$ cat src/rtl/ahb_pkg.sv
// Shared AHB encodings and the store-buffer bus state machine states.
// Imported by the store buffer and its FIFO.
package ahb_pkg;

  localparam logic [1:0] HTRANS_IDLE   = 2'b00;
  localparam logic [1:0] HTRANS_NONSEQ = 2'b10;
  localparam logic [1:0] HRESP_OKAY    = 2'b00;
  localparam logic [1:0] HRESP_ERROR   = 2'b01;
  localparam logic [2:0] HSIZE_WORD    = 3'b010;

  typedef enum logic [1:0] {
    ST_IDLE,
    ST_REQ,
    ST_ADDR,
    ST_DATA
  } bus_state_e;

endpackage

$ cat src/rtl/sb_fifo.sv
// Circular store queue of {addr,data} with a youngest-match
// forwarding lookup across all valid entries.
module sb_fifo
  import ahb_pkg::*;
#(
  parameter int DEPTH = 4,
  parameter int AW    = 32,
  parameter int DW    = 32,
  localparam int PW   = $clog2(DEPTH)
) (
  input  logic          clk,
  input  logic          rst_n,
  input  logic          push,
  input  logic [AW-1:0] push_addr,
  input  logic [DW-1:0] push_data,
  input  logic          pop,
  output logic [AW-1:0] head_addr,
  output logic [DW-1:0] head_data,
  output logic [PW:0]   count,
  output logic          full,
  input  logic [AW-1:0] look_addr,
  output logic          hit,
  output logic [DW-1:0] hit_data
);

  logic [AW-1:0]    addr_q [DEPTH];
  logic [DW-1:0]    data_q [DEPTH];
  logic [DEPTH-1:0] valid;
  logic [PW-1:0]    wr_ptr;
  logic [PW-1:0]    rd_ptr;
  logic [PW-1:0]    idx;

  always_ff @(posedge clk or negedge rst_n) begin
    if (!rst_n) begin
      valid  <= '0;
      wr_ptr <= '0;
      rd_ptr <= '0;
      count  <= '0;
    end else begin
      if (pop) begin
        valid[rd_ptr] <= 1'b0;
        rd_ptr        <= rd_ptr + 1'b1;
      end
      if (push) begin
        valid[wr_ptr] <= 1'b1;
        wr_ptr        <= wr_ptr + 1'b1;
      end
      if (push && !pop)
        count <= count + 1'b1;
      else if (!push && pop)
        count <= count - 1'b1;
    end
  end

  always_ff @(posedge clk) begin
    if (push) begin
      addr_q[wr_ptr] <= push_addr;
      data_q[wr_ptr] <= push_data;
    end
  end

  assign head_addr = addr_q[rd_ptr];
  assign head_data = data_q[rd_ptr];
  assign full      = (count == (PW+1)'(DEPTH));

  // Walk oldest to youngest so the last match wins.
  always_comb begin
    hit      = 1'b0;
    hit_data = '0;
    idx      = '0;
    for (int i = 0; i < DEPTH; i++) begin
      idx = rd_ptr + PW'(i);
      if (valid[idx] && addr_q[idx] == look_addr) begin
        hit      = 1'b1;
        hit_data = data_q[idx];
      end
    end
  end

endmodule

$ cat src/rtl/ahb_store_buffer.sv
// AHB data-memory master port: posted stores drained as single
// NONSEQ writes, load forwarding, and bus reads on a miss.
module ahb_store_buffer
  import ahb_pkg::*;
#(
  parameter int DEPTH = 4,
  parameter int AW    = 32,
  parameter int DW    = 32
) (
  input  logic          HCLK,
  input  logic          HRESETn,
  input  logic          cpu_req,
  input  logic          cpu_write,
  input  logic [AW-1:0] cpu_addr,
  input  logic [DW-1:0] cpu_wdata,
  output logic [DW-1:0] cpu_rdata,
  output logic          cpu_ready,
  output logic          bus_err,
  output logic [AW-1:0] HADDR,
  output logic [1:0]    HTRANS,
  output logic          HWRITE,
  output logic [2:0]    HSIZE,
  output logic [DW-1:0] HWDATA,
  output logic          HBUSREQ,
  output logic          HLOCK,
  input  logic          HGRANT,
  input  logic          HREADY,
  input  logic [DW-1:0] HRDATA,
  input  logic [1:0]    HRESP
);

  localparam int PW = $clog2(DEPTH);

  bus_state_e    state, state_nx;
  logic          xfer_wr, xfer_wr_nx;
  logic          push, pop, full, hit;
  logic [PW:0]   count;
  logic [AW-1:0] head_addr;
  logic [DW-1:0] head_data, hit_data;
  logic          load_req, load_hit, miss;
  logic          data_done, err, rd_done, in_xfer;

  sb_fifo #(.DEPTH(DEPTH), .AW(AW), .DW(DW)) u_fifo (
    .clk       (HCLK),
    .rst_n     (HRESETn),
    .push      (push),
    .push_addr (cpu_addr),
    .push_data (cpu_wdata),
    .pop       (pop),
    .head_addr (head_addr),
    .head_data (head_data),
    .count     (count),
    .full      (full),
    .look_addr (cpu_addr),
    .hit       (hit),
    .hit_data  (hit_data)
  );

  assign push      = cpu_req && cpu_write && !full;
  assign load_req  = cpu_req && !cpu_write;
  assign load_hit  = load_req && hit;
  assign miss      = load_req && !hit;
  assign data_done = (state == ST_DATA) && HREADY;
  assign err       = data_done && (HRESP == HRESP_ERROR);
  assign pop       = data_done && xfer_wr;
  assign rd_done   = data_done && !xfer_wr;
  assign cpu_ready = push || load_hit || rd_done;

  always_comb begin
    cpu_rdata = '0;
    if (load_hit)
      cpu_rdata = hit_data;
    else if (rd_done && !err)
      cpu_rdata = HRDATA;
  end

  always_ff @(posedge HCLK or negedge HRESETn) begin
    if (!HRESETn) begin
      state   <= ST_IDLE;
      xfer_wr <= 1'b0;
    end else begin
      state   <= state_nx;
      xfer_wr <= xfer_wr_nx;
    end
  end

  // Draining the queue always wins over a pending load miss.
  always_comb begin
    state_nx   = state;
    xfer_wr_nx = xfer_wr;
    unique case (state)
      ST_IDLE: begin
        if (count != '0 || push) begin
          state_nx   = ST_REQ;
          xfer_wr_nx = 1'b1;
        end else if (miss) begin
          state_nx   = ST_REQ;
          xfer_wr_nx = 1'b0;
        end
      end
      ST_REQ:  if (HGRANT && HREADY) state_nx = ST_ADDR;
      ST_ADDR: if (HREADY) state_nx = ST_DATA;
      ST_DATA: if (HREADY) state_nx = ST_IDLE;
      default: state_nx = ST_IDLE;
    endcase
  end

  assign in_xfer = (state == ST_ADDR) || (state == ST_DATA);
  assign HBUSREQ = (state == ST_REQ) || (state == ST_ADDR);
  assign HTRANS  = (state == ST_ADDR) ? HTRANS_NONSEQ : HTRANS_IDLE;
  assign HADDR   = in_xfer ? (xfer_wr ? head_addr : cpu_addr) : '0;
  assign HWRITE  = in_xfer && xfer_wr;
  assign HWDATA  = (state == ST_DATA && xfer_wr) ? head_data : '0;
  assign HSIZE   = HSIZE_WORD;
  assign HLOCK   = 1'b0;
  assign bus_err = err;

endmodule

$ cat config.mk
export PLATFORM = sky130hd
export DESIGN_NAME = ahb_store_buffer
export DESIGN_NICKNAME = d
export VERILOG_FILES = /design/src/rtl/ahb_pkg.sv /design/src/rtl/sb_fifo.sv /design/src/rtl/ahb_store_buffer.sv
export SDC_FILE = /design/constraint.sdc
export NUM_CORES = 1
export LEC_CHECK = 0
export ABC_AREA = 0
export CORE_MARGIN = 4
export CORE_UTILIZATION = 56
export CTS_CLUSTER_DIAMETER = 50
export DETAILED_ROUTE_END_ITERATION = 8
export DONT_BUFFER_PORTS = 1
export PLACE_DENSITY_LB_ADDON = 0.08
export SYNTH_ARGS = -nofsm -noshare
export SYNTH_HDL_FRONTEND = slang
export SYNTH_SLANG_ARGS = --single-unit
$ cat constraint.sdc
create_clock -name HCLK -period 13.1 [get_ports HCLK]
set_clock_uncertainty 0.15 [all_clocks]
set_input_delay 2.62 -clock HCLK [delete_from_list [all_inputs] [get_ports HCLK]]
set_output_delay 2.62 -clock HCLK [all_outputs]
set_load 0.1 [all_outputs]
After elaboration in Yosys (flattened, before gate mapping):

Memory sizes are Yosys's and may differ from the RTL's.
Index checks and enable logic that the tools add are counted.

* output and inout port bits: 106
* logic and storage cells: 116
* memory bits (writable): 256
* bits of input ports: 104
* memories kept: 2
* bits in registers: 14

* magnitude comparators: 7
* muxes and demuxes: 40
* $add $sub $neg: 6
* eq/ne operators: 13
* reductions and logical operators: 39
* bitwise logic cells: 3

Memories
* u_fifo.addr_q: depth 4, width 32, rd ports 4, clocked after Yosys merged registers in 0, wr ports 1, line sb_fifo.sv:26 `logic [AW-1:0] addr_q [DEPTH];`
* u_fifo.data_q: depth 4, width 32, rd ports 4, clocked after Yosys merged registers in 0, wr ports 1, line sb_fifo.sv:27 `logic [DW-1:0] data_q [DEPTH];`

Operator list (number)
* 32-bit 2-to-1 mux: 9
* 32-bit equality test: 4
* 1-bit logical AND: 21
* 2-bit by 3-bit < comparator with 1-bit output, second input constant: 5
* 1-bit 2-to-1 mux: 14
* 2-bit 2-to-1 mux: 6
* 1-bit binary-select mux with 2-bit select: 4
* 4-bit 2-to-1 mux: 2
* 2-bit one-hot mux with 4 select lines: 1
* 1-bit logical NOT: 7
* 3-bit 2-to-1 mux: 2
* 2-bit inequality test, second input constant: 3
* 1-bit logical OR: 5
* 2-bit by 1-bit adder with 2-bit output, second input constant: 2
* 2-bit adder, second input constant: 2
* 4-bit bitwise AND: 1
* 1-bit demux with 2-bit select: 2
* 2-bit by 1-bit equality test with 1-bit output, second input constant: 2
* 2-bit equality test, second input constant: 2
* 2-bit by 1-bit >= comparator with 1-bit output, second input constant: 2
* 4-bit NOT: 1
* 4-bit OR: 1
* 4-bit AND reduction: 1
* 2-bit nonzero test: 2
* other kinds (7): 7

Logic depth before layout (Yosys ltp):

* word-level depth: 12
* mapped depth: 21
* mapped depth without buffers: 11

Hierarchy:

A second synthesis with hierarchy kept.

* cells, all modules: 1451
* area total of the unflattened synthesis: 19667.6 µm²

Modules (own cells, without submodules)
* sb_fifo: sequential area each 7962.6 µm², cells an instance 1191, area each 18169.9 µm², times used 1
* ahb_store_buffer: sequential area each 75.1 µm², cells an instance 260, area each 1497.7 µm², times used 1

Least setup slack after synthesis:

Ideal clock, no wire load.

* path kind: input to output
* start point: in cpu_addr[29]
* end point: out cpu_rdata[10]
* arrival: 6511 ps
* buffers on the path: 4
* path slack: 3819 ps
* cell stages on the path: 13
* data required time: 10330 ps
* cell sequence: clkbuf_1 > inv_1 > a211oi_1 > a41oi_1 > or4_1 > nor3_1 > and3_1 > buf_2 > nor4_1 > nor2b_1 > buf_4 > buf_6 > mux2i_1

* cells in the longest elaborated chain, start to end: 8
* elaborated cells on any way between the ends: 18
* those cells by class: eq/ne (4); mux (9); reduce/logical (5)

RTL lines
* start, declared: line ahb_store_buffer.sv:14 `input logic [AW-1:0] cpu_addr,`
* 32-bit equality test: line sb_fifo.sv:73 `if (valid[idx] && addr_q[idx] == look_addr) begin`
* 1-bit logical AND: line sb_fifo.sv:73
* 1-bit 2-to-1 mux (4 in a row): line sb_fifo.sv:73
* 1-bit logical AND: line ahb_store_buffer.sv:61 `assign load_hit = load_req && hit;`
* 32-bit 2-to-1 mux (*): line ahb_store_buffer.sv:71 `if (load_hit)`
* end, declared: line ahb_store_buffer.sv:16 `output logic [DW-1:0] cpu_rdata,`

Mark *: on every way between the ends. The rest lies on a longest branch, timed or not.

Worst setup path in the final report:

* start point: reg u_fifo.rd_ptr[0]
* end point: out cpu_rdata[26]

* cells in the longest elaborated chain, start to end: 9
* elaborated cells on any way between the ends: 31
* those cells by class: add/sub (3); eq/ne (4); mux (17); reduce/logical (5); memory (2)

RTL lines
* start, declared: line sb_fifo.sv:30 `logic [PW-1:0] rd_ptr;`
* start signal, assigned: line sb_fifo.sv:42 `rd_ptr <= rd_ptr + 1'b1;`
* 2-bit by 1-bit adder with 2-bit output, or another cell as far along: line sb_fifo.sv:72 `idx = rd_ptr + PW'(i);`
* memory read 4 x 32 bit, or another cell as far along
* 32-bit equality test, or another cell as far along: line sb_fifo.sv:73
* 1-bit logical AND / 1-bit 2-to-1 mux (equally long branches): line sb_fifo.sv:73
* 1-bit 2-to-1 mux (3 in a row): line sb_fifo.sv:73
* 1-bit logical AND: line ahb_store_buffer.sv:61
* 32-bit 2-to-1 mux (*): line ahb_store_buffer.sv:71

Mark *: on every way between the ends. The rest lies on a longest branch, timed or not. The select of a mux whose other input is x is not followed.

==> qor.yml <==
sta:
  finalMaxSlewViolations: 0
  rsz0062_at_grt: "false"
  setup_viol: 0
  tns_ps: 0
  period_share_pct: 76.2
  hold_violations: 0
  maxSlewHeadroom_pct: 19.9
  timing.fmax_mhz: 100
  worstMarginPinSlew_ps: 1200
  period_needed_ps: 9980
synth:
  ys_top_cells_by_area: "edfxtp_1 (40%), mux4_2 (26%), mux2i_1 (6.3%)"
  synth_edf_count: 256
  synth.ff_latch_count: 270
  synthFlopType: "edfxtp_1"
  yosysMostFrequentCell: "edfxtp_1"
  synth_top_area_cell: "edfxtp_1"
  syn_avg_cell_area_um2: 14.0
  synth_cell_types: 63
  synth_top_area_share_pct: 40.1
  synth_area_um2: 19100
  synth_common_cells: "edfxtp_1 (256), mux4_2 (223), mux2i_1 (120)"
  syn_inst: 1366
  synth-seq-area-share_pct: 42.0
  yosys_warnings: 0
  async_reset_ff_share_pct: 5.19
power:
  power_switching_mw: 2.83
  p_int_mw: 3.01
  p_per_area_nw_per_um2: 280
  peakVddDrop_mv: 0.274
  p_leak_nw: 6.87
  p_total_mw: 5.84
  p_comb_share_pct: 62.2
  clockPowerShare_pct: 17.0
  p_sw_share_pct: 48.5
  power_frac_seq_pct: 20.8
critical_path:
  required_ps: 10330
  max_stage_delay_ps: 950
  r2r-start: "u_fifo.rd_ptr[0]"
  cp-start-kind: "flop"
  cp.depth: 15
  critPathCaptureType: "output pin"
  cp_max_fo: 63
  critPathKind: "reg -> out"
  startpoint: "u_fifo.rd_ptr[0]"
  critPathBufInv: 5
  path_cells: "clkinv_1 > buf_4 > ha_4 > buf_4 > mux4_2 > xnor2_1 > nand4_1 > nor4_1 > nand2_1 > nor4_2 > nor4_1 > nor2b_4 > buf_4 > mux2i_2 > buf_4"
  cp_slowest_cell: "ha_4"
  r2r_cells: 12
  critical_path.top_delay_family: "simple AND/OR/NAND/NOR gates"
  cp_common_cell: "buf_4"
  cp.arrival_ps: 7210
  r2r_end: "state[1]"
  rrSetupSlack_ps: 7200
floorplanning:
  io_pins: 210
  core_area_um2: 33600
  die-area_um2: 37200
  rows: 67
  die_y_um: 193
  start_util_pct: 57.0
  die_w_um: 193
clocking:
  ctsHoldBuffers: 0
  postCtsSetupBuffers: 0
  cts.sinks: 270
  cts_tree: "yes"
  clock_latency_ps: 520
  clk_path_buf_depth: 3
  cts_buffers: 35
  root_buffer: "clkbuf_16"
  cts_resized: 0
  htreeDepth: 2
  clk_pin_slew_ps: 60
worst_hold_path:
  hold_path_depth: 1
  hold_start: "u_fifo.count[2]"
  worstHoldEndpoint: "u_fifo.count[2]"
  worstHoldPathType: "reg -> reg"
routing:
  wl_per_cell_um: 28.3
  post-route-drc-count: 0
  firstDrtPassIters: 7
  num_vias: 12600
  wl_um: 50600
  via_per_inst: 7.05
  antenna_left: 0
  drtIter0Drc: 1226
global_route:
  overflow: 0
  grt_pass1_vias: 12400
  grtUsageTotal_pct: 27.1
  antenna_found_initial: 3
  grt_start_max_net_pins: 155
  grt_first_pass_wirelength_um: 76500
flow_run:
  max_cap_viol_count: 0
final_layout:
  nNetsFinal: 1435
  drive_above_1_share_pct: 32.3
  syn_to_final_growth_pct: 8.90
place:
  gp_congestion: 0.922
  dp_hpwl_um: 32500
  io_buffers: 0
status:
  status: "finished clean"
## worst max path at each step
stage | slack [ps] | end
after global routing | 2750 | cpu_rdata[29]
after global placement | 3820 | cpu_rdata[26]
after floorplan | 3820 | cpu_rdata[10]
after CTS | 3170 | cpu_rdata[26]
after detailed placement | 3700 | cpu_rdata[26]
final | 3120 | cpu_rdata[26]
## power groups by stage
stage                     Combinational (mW)  Clock, mW  Sequential [mW]
after global routing                    3.82       1.05             1.23
after CTS                               3.63       1.01             1.22
final                                   3.63      0.990             1.22
after global placement                  3.61          0             1.23
after detailed placement                3.62          0             1.23
after floorplan                         3.18          0             1.14
## metal layers
metal	wire, um	part of all wire (%)	vias up	global-route usage (%)
met5	24	0.047	-	0
met4	1160	2.3	4	7.03
met3	4970	9.8	79	6.51
met2	24100	48	588	42.4
met1	20300	40	6543	38.9
li1	-	-	5400	-
## stage by stage
stage / util (%) / instance area [um2] / setup slack (ps) / std cells / hold WS, ps
6_report: 62.0 / 20900 / 3120 / 1789 / 362
5_1_grt: 62.0 / 20900 / 2750 / 1788 / 386
3_5_place_dp: 58.5 / 19700 / 3700 / 1727 / 349
4_1_cts: 62.0 / 20900 / 3170 / 1788 / 363
3_3_place_gp: 58.5 / 19700 / 3820 / 1727 / 340
2_1_floorplan: - / 19200 / 3820 / 1369 / 314
## state kept, by name, summed over array words and instances, names as in the netlist
name,flops
u_fifo.addr_q,128
u_fifo.data_q,128
u_fifo.valid,4
u_fifo.count,3
state,2
u_fifo.rd_ptr,2
u_fifo.wr_ptr,2
xfer_wr,1
## cell usage in the layout, fill, tap and decap left out, types with 5 or more instances in the layout
cell type  instances
conb_1             5
mux2i_1           88
nand2_1           94
o31a_1            32
o21ai_0           11
edfxtp_1         256
a221oi_1          33
a21o_1             5
nor2b_1            7
mux2i_2           32
a21oi_1           13
ha_1              13
dfrtp_1           11
xnor2_1          104
nand4_1           20
clkbuf_16         36
nor3_1             7
a31oi_1            6
a211oi_1           6
nand3_1            9
clkinv_2           6
o22ai_1            9
nor4_1             7
inv_1             15
xor2_1            23
mux4_2           223
bufinv_16          6
buf_4             52
mux2_2            13
and3_1            34
inv_6              5
nor2_2            31
nor2_1            49
## cells by family after synthesis
family / Yosys count / synth area share, %
compound gates: 147 / 6.05
xor+xnor: 127 / 5.81
fa+ha+maj: 15 / 1.02
buf+inv: 160 / 4.34
flops: 270 / 42.0
mux: 359 / 33.7
other cells: 2 / 0.0392
simple gates: 286 / 7.10
## final cells by class
cell class                      instances  area [um2]
Antenna cell                            1        2.50
Clock buffer                           39         912
Clock inverter                         22         284
Fill cell                            2560       12800
Inverter                               16        60.1
Multi-Input combinational cell        939       10600
Sequential cell                       270        8050
Tap cell                              448         561
Timing Repair Buffer                   54         430
No activity file was read; power rests on OpenSTA's default activity.
